$ cat config.mk
export PLATFORM = sky130hd
export DESIGN_NAME = slave_port_sched
export DESIGN_NICKNAME = d
export VERILOG_FILES = /design/src/rtl/slave_port_sched_pkg.sv /design/src/rtl/slave_port_sched_rr_pick.sv /design/src/rtl/slave_port_sched.sv
export SDC_FILE = /design/constraint.sdc
export NUM_CORES = 1
export LEC_CHECK = 0
export ABC_AREA = 1
export CORE_UTILIZATION = 47
export DETAILED_ROUTE_END_ITERATION = 10
export GPL_TIMING_DRIVEN = 0
export PLACE_DENSITY_LB_ADDON = 0.1
export SLEW_MARGIN = 0
export SYNTH_ARGS = -nofsm -noshare
export SYNTH_HDL_FRONTEND = slang
export SYNTH_SLANG_ARGS = --single-unit
$ cat constraint.sdc
create_clock -name clk -period 2 [get_ports clk]
set_clock_uncertainty 0.05 [all_clocks]
set_input_delay 0.3 -clock clk [delete_from_list [all_inputs] [get_ports clk]]
set_output_delay 0.3 -clock clk [all_outputs]
set_load 0.05 [all_outputs]
$ cat src/rtl/slave_port_sched_pkg.sv
// Shared types and helpers for the per-slave transaction scheduler.
// Optional read-response timeout is enabled with SLAVE_PORT_SCHED_TIMEOUT_EN.
package slave_port_sched_pkg;

    typedef enum logic [1:0] {
        IDLE      = 2'd0,
        GRANT     = 2'd1,
        WAIT_RESP = 2'd2
    } state_t;

    localparam logic CMD_READ  = 1'b0;
    localparam logic CMD_WRITE = 1'b1;

    localparam int DEFAULT_NUM_MASTERS = 4;

    // Binary index of a one-hot vector; 0 for an all-zero vector.
    function automatic int unsigned onehot_to_idx(input logic [31:0] oh);
        int unsigned idx;
        idx = 0;
        for (int i = 0; i < 32; i++) begin
            if (oh[i]) begin
                idx = idx | i;
            end
        end
        return idx;
    endfunction

endpackage

$ cat src/rtl/slave_port_sched_rr_pick.sv
// Rotating-priority picker: first set req scanning upward from ptr+1 with wrap.
// Purely combinational, zero latency; no backpressure of its own.
module slave_port_sched_rr_pick #(
    parameter int NUM_MASTERS = 4,
    parameter int IDX_W       = $clog2(NUM_MASTERS)
) (
    input  logic [NUM_MASTERS-1:0] req,
    input  logic [IDX_W-1:0]       ptr,
    output logic [NUM_MASTERS-1:0] win,
    output logic                   vld
);

    always_comb begin
        win = '0;
        vld = 1'b0;
        for (int k = 1; k <= NUM_MASTERS; k++) begin
            if (!vld && req[(int'(ptr) + k) % NUM_MASTERS]) begin
                win[(int'(ptr) + k) % NUM_MASTERS] = 1'b1;
                vld = 1'b1;
            end
        end
    end

endmodule

$ cat src/rtl/slave_port_sched.sv
// Per-slave round-robin scheduler: 1 cycle req->gnt, grant held until slave_ack.
// One transaction in flight; reads block new grants until slave_resp
// (or, with SLAVE_PORT_SCHED_TIMEOUT_EN, until the response timeout expires).
module slave_port_sched
    import slave_port_sched_pkg::*;
#(
    parameter int NUM_MASTERS    = DEFAULT_NUM_MASTERS,
    parameter int TIMEOUT_CYCLES = 256,
    localparam int IDX_W         = $clog2(NUM_MASTERS)
) (
    input  logic                   clk,
    input  logic                   reset,
    input  logic [NUM_MASTERS-1:0] req,
    input  logic [NUM_MASTERS-1:0] cmd,
    input  logic                   slave_ack,
    input  logic                   slave_resp,
    output logic                   slave_req,
    output logic [NUM_MASTERS-1:0] gnt,
    output logic [IDX_W-1:0]       gnt_idx,
    output logic [NUM_MASTERS-1:0] ack_out,
    output logic [NUM_MASTERS-1:0] resp_owner,
    output logic [NUM_MASTERS-1:0] resp_out,
    output logic                   stray_resp,
    output logic                   timeout
);

    state_t                 state, state_nxt;
    logic [NUM_MASTERS-1:0] gnt_nxt, resp_owner_nxt;
    logic [IDX_W-1:0]       ptr, ptr_nxt;
    logic                   stray_nxt;

    logic [NUM_MASTERS-1:0] idle_win, rep_win;
    logic                   idle_vld, rep_vld;
    logic                   win_is_write;

    assign gnt_idx      = IDX_W'(onehot_to_idx(32'(gnt)));
    assign slave_req    = |gnt;
    assign ack_out      = gnt & {NUM_MASTERS{slave_ack}};
    assign resp_out     = resp_owner & {NUM_MASTERS{slave_resp}};
    assign win_is_write = |(gnt & cmd);

    slave_port_sched_rr_pick #(
        .NUM_MASTERS (NUM_MASTERS),
        .IDX_W       (IDX_W)
    ) u_idle_pick (
        .req (req),
        .ptr (ptr),
        .win (idle_win),
        .vld (idle_vld)
    );

    // Back-to-back write re-pick: pointer already advanced to the current
    // winner, and the winner's own req is masked so it cannot win twice.
    slave_port_sched_rr_pick #(
        .NUM_MASTERS (NUM_MASTERS),
        .IDX_W       (IDX_W)
    ) u_rep_pick (
        .req (req & ~gnt),
        .ptr (gnt_idx),
        .win (rep_win),
        .vld (rep_vld)
    );

`ifdef SLAVE_PORT_SCHED_TIMEOUT_EN
    localparam int CNT_W = (TIMEOUT_CYCLES > 2) ? $clog2(TIMEOUT_CYCLES) : 1;
    logic [CNT_W-1:0] cnt, cnt_nxt;
    logic             timeout_nxt;
`endif

    always_comb begin
        state_nxt      = state;
        gnt_nxt        = gnt;
        resp_owner_nxt = resp_owner;
        ptr_nxt        = ptr;
        stray_nxt      = slave_resp && (state != WAIT_RESP);
`ifdef SLAVE_PORT_SCHED_TIMEOUT_EN
        cnt_nxt        = cnt;
        timeout_nxt    = 1'b0;
`endif
        case (state)
            IDLE: begin
                if (idle_vld) begin
                    gnt_nxt   = idle_win;
                    state_nxt = GRANT;
                end
            end
            GRANT: begin
                if (slave_ack) begin
                    ptr_nxt = gnt_idx;
                    if (win_is_write == CMD_WRITE) begin
                        if (rep_vld) begin
                            gnt_nxt = rep_win;
                        end else begin
                            gnt_nxt   = '0;
                            state_nxt = IDLE;
                        end
                    end else begin
                        resp_owner_nxt = gnt;
                        gnt_nxt        = '0;
                        state_nxt      = WAIT_RESP;
`ifdef SLAVE_PORT_SCHED_TIMEOUT_EN
                        cnt_nxt        = '0;
`endif
                    end
                end else if (!(|(req & gnt))) begin
                    gnt_nxt   = '0;
                    state_nxt = IDLE;
                end
            end
            WAIT_RESP: begin
                if (slave_resp) begin
                    resp_owner_nxt = '0;
                    state_nxt      = IDLE;
                end
`ifdef SLAVE_PORT_SCHED_TIMEOUT_EN
                else if (cnt == CNT_W'(TIMEOUT_CYCLES - 1)) begin
                    resp_owner_nxt = '0;
                    timeout_nxt    = 1'b1;
                    state_nxt      = IDLE;
                end else begin
                    cnt_nxt = cnt + 1'b1;
                end
`endif
            end
            default: begin
                gnt_nxt        = '0;
                resp_owner_nxt = '0;
                state_nxt      = IDLE;
            end
        endcase
    end

    always_ff @(posedge clk) begin
        if (reset) begin
            state      <= IDLE;
            gnt        <= '0;
            resp_owner <= '0;
            ptr        <= IDX_W'(NUM_MASTERS - 1);
            stray_resp <= 1'b0;
        end else begin
            state      <= state_nxt;
            gnt        <= gnt_nxt;
            resp_owner <= resp_owner_nxt;
            ptr        <= ptr_nxt;
            stray_resp <= stray_nxt;
        end
    end

`ifdef SLAVE_PORT_SCHED_TIMEOUT_EN
    always_ff @(posedge clk) begin
        if (reset) begin
            cnt     <= '0;
            timeout <= 1'b0;
        end else begin
            cnt     <= cnt_nxt;
            timeout <= timeout_nxt;
        end
    end
`else
    // Without the timeout feature the limit has no effect.
    assign timeout = 1'b0 && (TIMEOUT_CYCLES > 0);
`endif

endmodule

==> results of run 1 <==
## registers in the layout, indices dropped and copies added, names as in the netlist
signal / count
state: 2
gnt: 4
ptr: 2
resp_owner: 4
stray_resp: 1
## worst paths after layout
check                start       endpoint  depth (start not counted)
max              slave_ack     ack_out[0]                          4
min                  reset  resp_owner[2]                          2
max reg2reg         gnt[3]       state[0]                         14
min reg2reg  resp_owner[1]  resp_owner[1]                          2
## worst max-delay path: cells and delay by family
family / cells / cell delay, ns
buffers and inverters: 3 / 1.18
and+or+nand+nor: 1 / 0.10
## cell type report
type,count,area [sq um],share of cell area (%)
sequential,13,279,12.4
tap,46,57.6,2.56
buffer,2,21.3,0.947
inverter,43,175,7.80
multi-input combinational,219,1280,57.0
clock buffer,4,26.3,1.17
timing repair buffer,44,408,18.2
## cell families after synthesis
| kind of cell | synth area share [%] |
|---|---|
| and+or+nand+nor | 52.6 |
| buffers and inverters | 12.7 |
| AOI/OAI and AO/OA | 6.46 |
| adders and majority gates | 12.2 |
| DFF | 15.8 |
| other | 0.228 |
## power by group through the flow
| stage | Clock, uW | Combinational (uW) | Sequential [uW] |
|---|---|---|---|
| detailed placement | 0 | 1340 | 338 |
| global route | 181 | 1710 | 365 |
| CTS | 173 | 1390 | 345 |
| global placement | 0 | 1330 | 338 |
| floorplan | 0 | 981 | 391 |
| finish | 171 | 1540 | 360 |
## per-layer routing
layer / share of wire [%] / track usage (%)
met1: 49 / 33.5
met2: 48 / 41.1
met3: 2.4 / 3.78
met4: 0.68 / 0.974
met5: 0 / 0
## metrics by stage
stage / power [uW] / TNS [ns]
after global placement: 1670 / -2.36
after detailed placement: 1680 / -2.46
after CTS: 1910 / 0
after floorplan: 1370 / -0.102
after global routing: 2250 / -0.0337
final: 2070 / 0
## layout by cell type (no fill, tap or decap), types with 2 or more instances in the layout
cell type,n
nand2_2,10
dlymetal6s2s_1,2
nand3_1,29
nor2_1,29
or2_1,4
o21ai_0,3
dlygate4sd2_1,12
ha_4,3
nand4_1,4
a21oi_1,6
nand2_1,92
dfxtp_1,8
dfxtp_4,5
buf_4,14
a22o_1,2
nand2_4,4
o21ai_2,2
ha_1,13
clkbuf_4,3
nor2_8,2
inv_2,4
inv_1,36
nand3_2,4
nand3_4,2
nor2_4,4
clkdlybuf4s50_1,16
## what timing repair did
action	in CTS	in global routing
endpoints found under the setup margin	17	5
buffers inserted	5	9
pin swaps	4	9
hold endpoints to repair	0	0
resized for setup	20	18
==> results.json, run 1 <==
{
  "status": "complete, no violations",
  "power-per-cell-area_nw_per_um2": 923,
  "synthArstFlopShare_pct": 0,
  "cts.sinks": 13,
  "yosys-top-cells-count": "nand2_1, inv_1, nand3_1, nor2_1, ha_1",
  "period_needed_ns": 1.94,
  "die_height_um": 61.2,
  "synth-edff-count": 0,
  "clock_latency_ns": 0.28,
  "fin_nets": 354,
  "antenna_cells": 0,
  "start_util_pct": 49.3,
  "die_width_um": 61.2,
  "post_dp_cell_area_sq_um": 2050,
  "synth_area_per_cell_sq_um": 5.88,
  "worst_slew_pin_slew_ns": 0.525,
  "ys_warn_count": 0,
  "htreeDepth": 1,
  "drt_wl_total_mm": 4.29,
  "critical_path.max_stage_delay_ns": 0.61,
  "worst_hold_path_type": "input pin to register",
  "critical_path.max_fanout": 7,
  "period_share_pct": 96.9,
  "dr.pass1.iters": 6,
  "crit_arrival_ns": 1.59,
  "cts_made_buffers": 3,
  "syn_to_final_growth_pct": 36.6,
  "gp_congestion": 0.882,
  "syn_nets": 308,
  "gr-total-overflow": 0,
  "layout-drive-gt1-share_pct": 19.7,
  "synth_most_common_cell": "nand2_1",
  "io_pins": 33,
  "finalInstanceArea_sq_um": 2250,
  "startpoint_type": "input pin",
  "yosysTopAreaCell": "nand2_1",
  "cp-end-kind": "output port",
  "ys_ff_latch": 13,
  "rsz0062_at_grt": "yes",
  "root_buffer": "clkbuf_4",
  "synth_flop_cell": "dfxtp_1",
  "io_buffers": 30,
  "placeableCoreArea_sq_um": 3340,
  "report.final.slew_viol_count": 0,
  "clkTransAtPathRegs_ns": 0.08,
  "synth_top_area_share_pct": 21.9,
  "clkPwrFrac_pct": 8.2,
  "instances_no_fill": 371,
  "syn-instance-count": 280,
  "slowest_stage": "clkdlybuf4s50_1",
  "clock.fmax_mhz": 516,
  "dieArea_sq_um": 3740,
  "synthesis.area_sq_um": 1650,
  "rrSetupSlack_ns": 0.11,
  "final_hold_viol_count": 0,
  "yosysSeqAreaShare_pct": 15.8,
  "fillers": 311,
  "cp_cell_sequence": "clkdlybuf4s50_1 -> nand2_1 -> inv_1 -> dlygate4sd2_1",
  "critPathKind": "input pin to output port",
  "num_rows": 21,
  "grt_max_degree": 11,
  "wl_per_cell_um": 11.6,
  "cts_tree": "built",
  "place.detailed.hpwl_mm": 3.09,
  "netSwitchingFraction_pct": 54.8,
  "ant_nets": 0,
  "cap_viol_max_count": 0,
  "cts_max_path_buffers": 2,
  "intPower_uw": 939,
  "p_switching_uw": 1140,
  "synth_area_leaders": "nand2_1, dfxtp_1, ha_1",
  "vias_per_cell": 4.78,
  "post-route-util_pct": 67.3,
  "dp_cells": 356,
  "power_frac_seq_pct": 17.3,
  "combPwrFrac_pct": 74.4,
  "drt-initial-drc-count": 106,
  "holdWs_ns": 0.185,
  "setup_viol": 0,
  "setup_ws_ns": 0.0619,
  "first_global_vias": 1487,
  "yosysUniqueCellTypes": 29,
  "drc_errors": 0,
  "p_leak_uw": 0.00125,
  "num_vias": 1772,
  "cp.required_ns": 1.65,
  "vdd_ir_drop_max_mv": 0.436,
  "slew_headroom_pct": 64.9,
  "grtUsageTotal_pct": 24.0,
  "grt_pass1_wl_mm": 6.83,
  "antenna_found_initial": 0,
  "cts_hold_buf": 0,
  "pre_cts_ws_ns": -0.231
}
Power figures use the tool's default switching activity.
==> run 2, diff against run 1 <==
Settings changed: ABC_AREA 1 to default, CORE_UTILIZATION 47 to 45, HOLD_SLACK_MARGIN from default to 0.1.
==> results.json, run 2 <==
{
  "status": "finished with violations",
  "violations": "design-rule violations, negative setup slack",
  "wl_per_cell_um": 16.5,
  "yosys-top-cells-count": "ha_1, dfxtp_1, nor2b_1, nor2_1",
  "cp.required_ns": 2.12,
  "drt_wl_total_mm": 3.80,
  "grt_max_degree": 12,
  "p_leak_uw": 0.000836,
  "synth_top_area_share_pct": 19.0,
  "critical_path.max_fanout": 4,
  "cp_cell_sequence": "buf_8 -> nor2_4 -> clkinvlp_4 -> ha_4 -> mux4_2 -> o221a_4 -> a221oi_2 -> o2bb2ai_1 -> a221o_1",
  "instances_no_fill": 231,
  "syn-instance-count": 154,
  "die_width_um": 57.1,
  "dp_cells": 216,
  "syn_nets": 182,
  "antenna_cells": 0,
  "root_buffer": "clkbuf_4",
  "critPathKind": "register to register",
  "synth-edff-count": 0,
  "first_global_vias": 1313,
  "yosysTopAreaCell": "dfxtp_1",
  "antenna_found_initial": 0,
  "ys_ff_latch": 13,
  "num_rows": 19,
  "pre_cts_ws_ns": -0.644,
  "dr.pass1.iters": 7,
  "htreeDepth": 1,
  "synthArstFlopShare_pct": 0,
  "grt_pass1_wl_mm": 6.19,
  "power-per-cell-area_nw_per_um2": 1140,
  "drc_errors": 4,
  "startpoint_type": "register",
  "finalInstanceArea_sq_um": 1930,
  "post_dp_cell_area_sq_um": 1760,
  "die_height_um": 57.1,
  "cp-end-kind": "register",
  "synth_most_common_cell": "ha_1",
  "reg_top3": "gnt: 4 flops, resp_owner: 4 flops",
  "cts_max_path_buffers": 2,
  "clock_latency_ns": 0.28,
  "fin_nets": 229,
  "cts_tree": "built",
  "period_needed_ns": 2.36,
  "gr-total-overflow": 0,
  "cap_viol_max_count": 0,
  "grtUsageTotal_pct": 24.5,
  "final_common_cell": "clkdlybuf4s50_1",
  "synth_area_leaders": "dfxtp_1, ha_1, mux4_2",
  "slowest_stage": "dfxtp_4",
  "slew_headroom_pct": 66.5,
  "setup_viol": 6,
  "yosysUniqueCellTypes": 43,
  "layout-drive-gt1-share_pct": 26.5,
  "drt-initial-drc-count": 52,
  "rsz0062_at_grt": "yes",
  "vias_per_cell": 6.02,
  "crit_arrival_ns": 2.48,
  "worst_slew_pin_slew_ns": 0.501,
  "yosysSeqAreaShare_pct": 19.0,
  "setup_ws_ns": -0.356,
  "gp_congestion": 0.839,
  "synth_flop_cell": "dfxtp_1",
  "dieArea_sq_um": 3260,
  "final_cell_mix": "clkdlybuf4s50_1, ha_1, buf_4",
  "synthesis.area_sq_um": 1370,
  "placeableCoreArea_sq_um": 2810,
  "syn_to_final_growth_pct": 41.0,
  "start_util_pct": 48.7,
  "cts.sinks": 13,
  "clkTransAtPathRegs_ns": 0.08,
  "period_share_pct": 118,
  "synth_area_per_cell_sq_um": 8.87,
  "final_hold_viol_count": 0,
  "report.final.slew_viol_count": 0,
  "clock.fmax_mhz": 424,
  "critical_path.max_stage_delay_ns": 0.37,
  "io_buffers": 31,
  "worst_hold_path_type": "register to register",
  "ant_nets": 0,
  "vdd_ir_drop_max_mv": 0.530,
  "io_pins": 33,
  "cts_made_buffers": 3,
  "place.detailed.hpwl_mm": 2.89,
  "post-route-util_pct": 68.7,
  "ys_warn_count": 0,
  "num_vias": 1390
}
[run 2: cell types whose count changed after synthesis, moves of 4 or more]
cell,before,now
a221o_1,0,8
a22oi_1,0,9
and2_1,0,9
inv_1,38,6
mux2i_1,0,6
mux4_2,0,4
nand2_1,96,7
nand2_2,8,0
nand3_1,32,3
nand4_1,4,0
nor2_1,30,11
nor2b_1,0,12
o2bb2ai_1,0,4
[run 2: final cells by class]
class	instances	area, sq um
clock buffer	4	26.3
timing repair buffer	43	389
buffer	4	31.3
fill	242	878
multi-input combinational	129	1130
inverter	7	30.0
tap	31	38.8
sequential	13	277
[run 2: per-layer routing]
metal | part of all wire (%) | vias to the layer above | GRT usage [%]
met5 | 0 | - | 0
met4 | 1.3 | 0 | 7.32
met3 | 3.3 | 9 | 3.63
met2 | 52 | 28 | 43.7
met1 | 43 | 679 | 30.4
li1 | - | 674 | -
[run 2: through the flow]
step	TNS [ns]	total power, uW	hold slack [ns]
final	-1.49	2200	0.472
after global routing	-2.05	2330	0.488
after CTS	-1.67	2090	0.480
after detailed placement	-5.44	1750	0.459
after global placement	-4.98	1700	0.443
after floorplan	-3.25	1390	0.417
[run 2: power by group]
| group | internal [uW] | leakage [uW] | switching [uW] |
|---|---|---|---|
| Combinational | 730 | 0.000713 | 936 |
| Sequential | 303 | 0.000108 | 66.3 |
| Clock | 77.4 | 0.0000150 | 83.9 |
| Total | 1110 | 0.000836 | 1090 |
[run 2: path summary, 6_finish.rpt]
kind	from	endpoint	depth (start not counted)	slack [ns]
min	resp_owner[0]	resp_owner[0]	2	0.47
min reg2reg	resp_owner[0]	resp_owner[0]	2	0.47
max reg2reg	gnt[3]	gnt[1]	9	-0.36
max	gnt[3]	gnt[1]	9	-0.36
[run 2: cells by family after synthesis]
group | share of synthesized area (%)
other | 0.274
buffers and inverters | 4.03
adders and majority gates | 14.7
AOI/OAI and AO/OA | 29.5
DFF | 19.0
and+or+nand+nor | 20.7
muxes | 11.8
[run 2: critical path: cells and delay by family, from the launching register on]
kind / cells / cell delay, ns
AND/OR/NAND/NOR: 1 / 0.12
adder cells (fa/ha/maj): 1 / 0.30
buffers and inverters: 2 / 0.27
flip-flops: 1 / 0.37
AO/OA/AOI/OAI: 4 / 0.85
multiplexers: 1 / 0.29
[run 2: timing repair]
| action | 4_1_cts | 5_1_grt |
|---|---|---|
| hold buffers | 0 | 0 |
| setup endpoints to repair | 18 | 10 |
| cloned | 0 | 0 |
| gates resized for setup | 26 | 14 |
| buffers inserted | 8 | 4 |
| pin swaps | 7 | 5 |
| endpoints found under the hold margin | 0 | 0 |
==> variant 1: new RTL, flow settings as in run 1 <==
Change the package constant `DEFAULT_NUM_MASTERS` from 4 to 8.
--- a/src/rtl/slave_port_sched_pkg.sv
+++ b/src/rtl/slave_port_sched_pkg.sv
@@ -13,3 +13,3 @@
 
-    localparam int DEFAULT_NUM_MASTERS = 4;
+    localparam int DEFAULT_NUM_MASTERS = 8;
 
Interface: changed (7 resized); port bits go from 33 to 58. The function was not compared with the original's and may differ.
==> variant 1 against run 1 <==
- the flow now finishes with violations (setup timing)
- cell count rose to 2.5 times the old value
- routed wire length rose to 3.3 times the old value
- setup slack worse by 760 ps
- hold slack better by 210 ps
- power grew to 3.9 times the old value
- global-route usage increased by 8.5 points
- cell area grew 140%
- critical path depth increased by 16
- sequential share of layout area down 3.8 points
- synthesized area increased by 140%
- sequential cell count rose by 9
- largest power group unchanged
- highest routed layer unchanged
==> variant 1: results (changes against run 1) <==
* Top post-synthesis cells by area: nand2_1, nand3_1, dfxtp_1 (was nand2_1, dfxtp_1, ha_1)
* Hpwl dp at 10500 um (was 3090 um)
* Hold Path Origin: slave_resp (was reset)
* Root Driver: clkbuf_8 (was clkbuf_4)
* Largest fanout on the critical path at 8 (was 7)
* Routed vias/inst at 5.59 (was 4.78)
* Largest net degree at the start of global routing at 14 (was 11)
* DR pass1 iterations at 5 (was 6)
* Violated checks: setup timing
* First-pass GRT wire length at 23200 um (was 6830 um)
* Max IR drop VDD at 0.000754 V (was 0.000436 V)
* Psw at 4.74 mW (was 1.14 mW)
* Syn_nets at 760 (was 308)
* TNS Setup at -6050 ps (was 0 ps)
* Top cells by count, synth: nand2_1, nand3_1, inv_1, nor2_1, nand4_1 (was nand2_1, inv_1, nand3_1, nor2_1, ha_1)
* Worst setup margin at -693 ps (was 61.9 ps)
* Nets at 863 (was 354)
* Worst r2r path cells at 20 (was 14)
* Setup violations, final at 9 (was 0)
* Yosys cell types at 39 (was 29)
* Worst Hold Path Cells at 3 (was 2)
* Placed Cells incl. Taps at 888 (was 356)
* Sequential share of the synthesized area at 0.112 (was 0.158)
* # port buffers at 55 (was 30)
* GRT Util Overall at 0.325 (was 0.240)
* Drt wl/cell at 15.4 um (was 11.6 um)
* Status: finished, violations left (was complete, no violations)
* GPL Wtd Cong at 0.941 (was 0.882)
* Biggest regs: gnt: 8 flops, resp_owner: 8 flops, ptr: 3 flops (was gnt: 4 flops, resp_owner: 4 flops)
## variant 1: area by class of cell
cell class              instances  area (sq um)
plain buffers                  22           238
clock buffers                   3          41.3
clock inverters                 1          30.0
fillers                       769          2760
inverters                     113           435
multi-input cells             569          3220
flip-flops and latches         22           469
well taps                     105           131
repair buffers                100           858
## variant 1: how the worst max path moves through the flow
stage	start	to	slack (ps)
after floorplan	gnt[1]	gnt[4]	-770
after global placement	ptr[0]	gnt[1]	-1360
after detailed placement	ptr[0]	gnt[1]	-1420
after CTS	gnt[7]	state[0]	-690
after global routing	gnt[7]	gnt[3]	-900
final	gnt[3]	gnt[3]	-690
## variant 1: through the flow
stage	instance area (sq um)	hold WS, ps	setup WS [ps]
global placement	4760	418	-1360
finish	5420	398	-693
CTS	5250	401	-689
detailed placement	4760	423	-1420
global route	5420	451	-904
floorplan	4080	350	-772
## variant 1: kinds of logic (layout without fill, tap and decap cells)
kind of cell,count (synthesis),in the layout,synth area share
AOI/OAI and AO/OA,43,43,0.0705
adders and majority gates,12,12,0.0381
buffers and inverters,138,239,0.148
DFF,22,22,0.112
other,1,1,0.000952
and+or+nand+nor,512,513,0.631
## variant 1: per-layer routing
layer / GRT usage / vias up / share of wire
met5: 0 / - / 0
met4: 0.118 / 0 / 0.029
met3: 0.0187 / 44 / 0.049
met2: 0.595 / 214 / 0.51
met1: 0.397 / 2384 / 0.41
li1: - / 2584 / -
## variant 1: timing repair
| action | CTS | global route |
|---|---|---|
| endpoints found under the setup margin | 23 | 31 |
| buffers inserted | 32 | 12 |
| cloned | 1 | 1 |
| pin swaps | 30 | 27 |
| resized for setup | 75 | 48 |
## variant 1: critical path: stages (launching register included)
cell and delay, ps:
dfxtp_4 380, nor2_8 130, nand2_4 60, buf_8 130
clkbuf_16 140, ha_4 310, inv_4 60, clkbuf_16 150
nand2_4 80, nand3_4 60, nand2_4 90, nand2_4 60
nor2_8 190, nand4_4 210, nor2_4 140, nor2_2 50
nand3_1 90, nand2_1 90, nand3_1 80, nand2_1 50
inv_1 50
## variant 1: power groups by stage
stage / Clock (mW) / Sequential [mW] / Combinational, mW
floorplan: 0 / 0.641 / 4.25
global placement: 0 / 0.569 / 5.50
detailed placement: 0 / 0.569 / 5.56
CTS: 0.421 / 0.573 / 6.47
global route: 0.440 / 0.582 / 7.60
finish: 0.418 / 0.576 / 7.10
==> variant 2: new RTL, settings of run 1 <==
Without the edit above. Encoding of `state_t`: now one-hot (3 bits for 3 states).
--- a/src/rtl/slave_port_sched_pkg.sv
+++ b/src/rtl/slave_port_sched_pkg.sv
@@ -4,6 +4,6 @@
 
-    typedef enum logic [1:0] {
-        IDLE      = 2'd0,
-        GRANT     = 2'd1,
-        WAIT_RESP = 2'd2
+    typedef enum logic [2:0] {
+        IDLE      = 3'b001,
+        GRANT     = 3'b010,
+        WAIT_RESP = 3'b100
     } state_t;
Check against the original RTL: same outputs for any inputs over 4 cycles, from zero or initial values and one cycle with reset high; so few cycles prove little.
==> variant 2 against run 1 <==
- sequential cell count increased by 1
- synthesized area increased by 6.5%
- power increased by 8.6%
- count of clock-buffer cells in the layout unchanged
- critical endpoint is now ack_out[1]
- largest power group unchanged
- global-route usage decreased by 0.17 points
- setup slack improved by 20 ps
- cell area increased by 0.89%
- synthesized cell count increased by 2.1%
- routed wire length increased by 5.3%
- largest cell class unchanged
==> variant 2: results (changes against run 1) <==
* Status: complete, no violations (unchanged)
* Met2 GRT Util at 0.390 (was 0.411)
* Worst r2r path cells at 13 (was 14)
* Leakage power at 1.21 nW (was 1.25 nW)
* Top post-synthesis cells by area: nand2_1, dfxtp_1, nand3_1 (was nand2_1, dfxtp_1, ha_1)
* DR iter-0 viols at 127 (was 106)
* Clock network power at 0.285 mW (was 0.171 mW)
* First-pass GRT wire length at 7600 um (was 6830 um)
* Top cells by count, synth: nand2_1, nand3_1, inv_1, nor2_1, o21ai_0 (was nand2_1, inv_1, nand3_1, nor2_1, ha_1)
* Setup WS pre-CTS at -218 ps (was -231 ps)
* Vias in the first global route at 1759 (was 1487)
* Yosys cell types at 28 (was 29)
* Internal at 1.02 mW (was 0.939 mW)
* Max IR drop VDD at 0.000612 V (was 0.000436 V)
* Layout cells sized above 1 at 0.182 (was 0.197)
* Hold_ws at 372 ps (was 185 ps)
* Clock Latency Late Sink at 250 ps (was 280 ps)
* DR WL met2 at 2060 um (was 2040 um)
* Compound-Gate Fraction of Synth Area at 0.0936 (was 0.0646)
* Met3 wire length at 214 um (was 102 um)
* Nets at 352 (was 354)
* Setup bufs post-CTS at 0 (was 5)
* GRT met1 Usage at 0.316 (was 0.335)
* Mapped Cells at 286 (was 280)
* Sequential share of the synthesized area at 0.160 (was 0.158)
* Biggest regs: gnt: 4 flops, resp_owner: 4 flops, state: 3 flops (was gnt: 4 flops, resp_owner: 4 flops)
* GPL Wtd Cong at 0.861 (was 0.882)
* Root Driver: clkbuf_8 (was clkbuf_4)
* Reg2reg end: gnt[0] (was state[0])
* Placed inst area at 2120 sq um (was 2050 sq um)
* Total Wirelength at 4520 um (was 4290 um)
* Post-synthesis adder-cell area fraction at 0.100 (was 0.122)
* DR pass1 iterations at 4 (was 6)
* Placed Cells incl. Taps at 362 (was 356)
* Hpwl dp at 3390 um (was 3090 um)
-- variant 2: cells by family (layout without fill, tap and decap cells) --
group                      after synthesis  in the layout
AOI/OAI and AO/OA                       32             32
and+or+nand+nor                        180            180
DFF                                     14             14
other                                    1              1
buffers and inverters                   45             84
adders and majority gates               14             14
-- variant 2: how the worst min path moves through the flow --
stage | cells after the start | startpoint | end
2_1_floorplan | 2 | slave_resp | stray_resp
3_3_place_gp | 2 | resp_owner[0] | resp_owner[0]
3_5_place_dp | 2 | resp_owner[0] | resp_owner[0]
4_1_cts | 2 | reset | stray_resp
5_1_grt | 2 | reset | stray_resp
6_report | 2 | reset | stray_resp
-- variant 2: layout make-up --
cell class,instances,area (sq um),area share
Buffer,3,22.5,0.00993
Clock buffer,4,55.1,0.0243
Inverter,42,168,0.0740
Multi-Input combinational cell,227,1350,0.595
Sequential cell,14,292,0.129
Tap cell,46,57.6,0.0254
Timing Repair Buffer,35,324,0.143
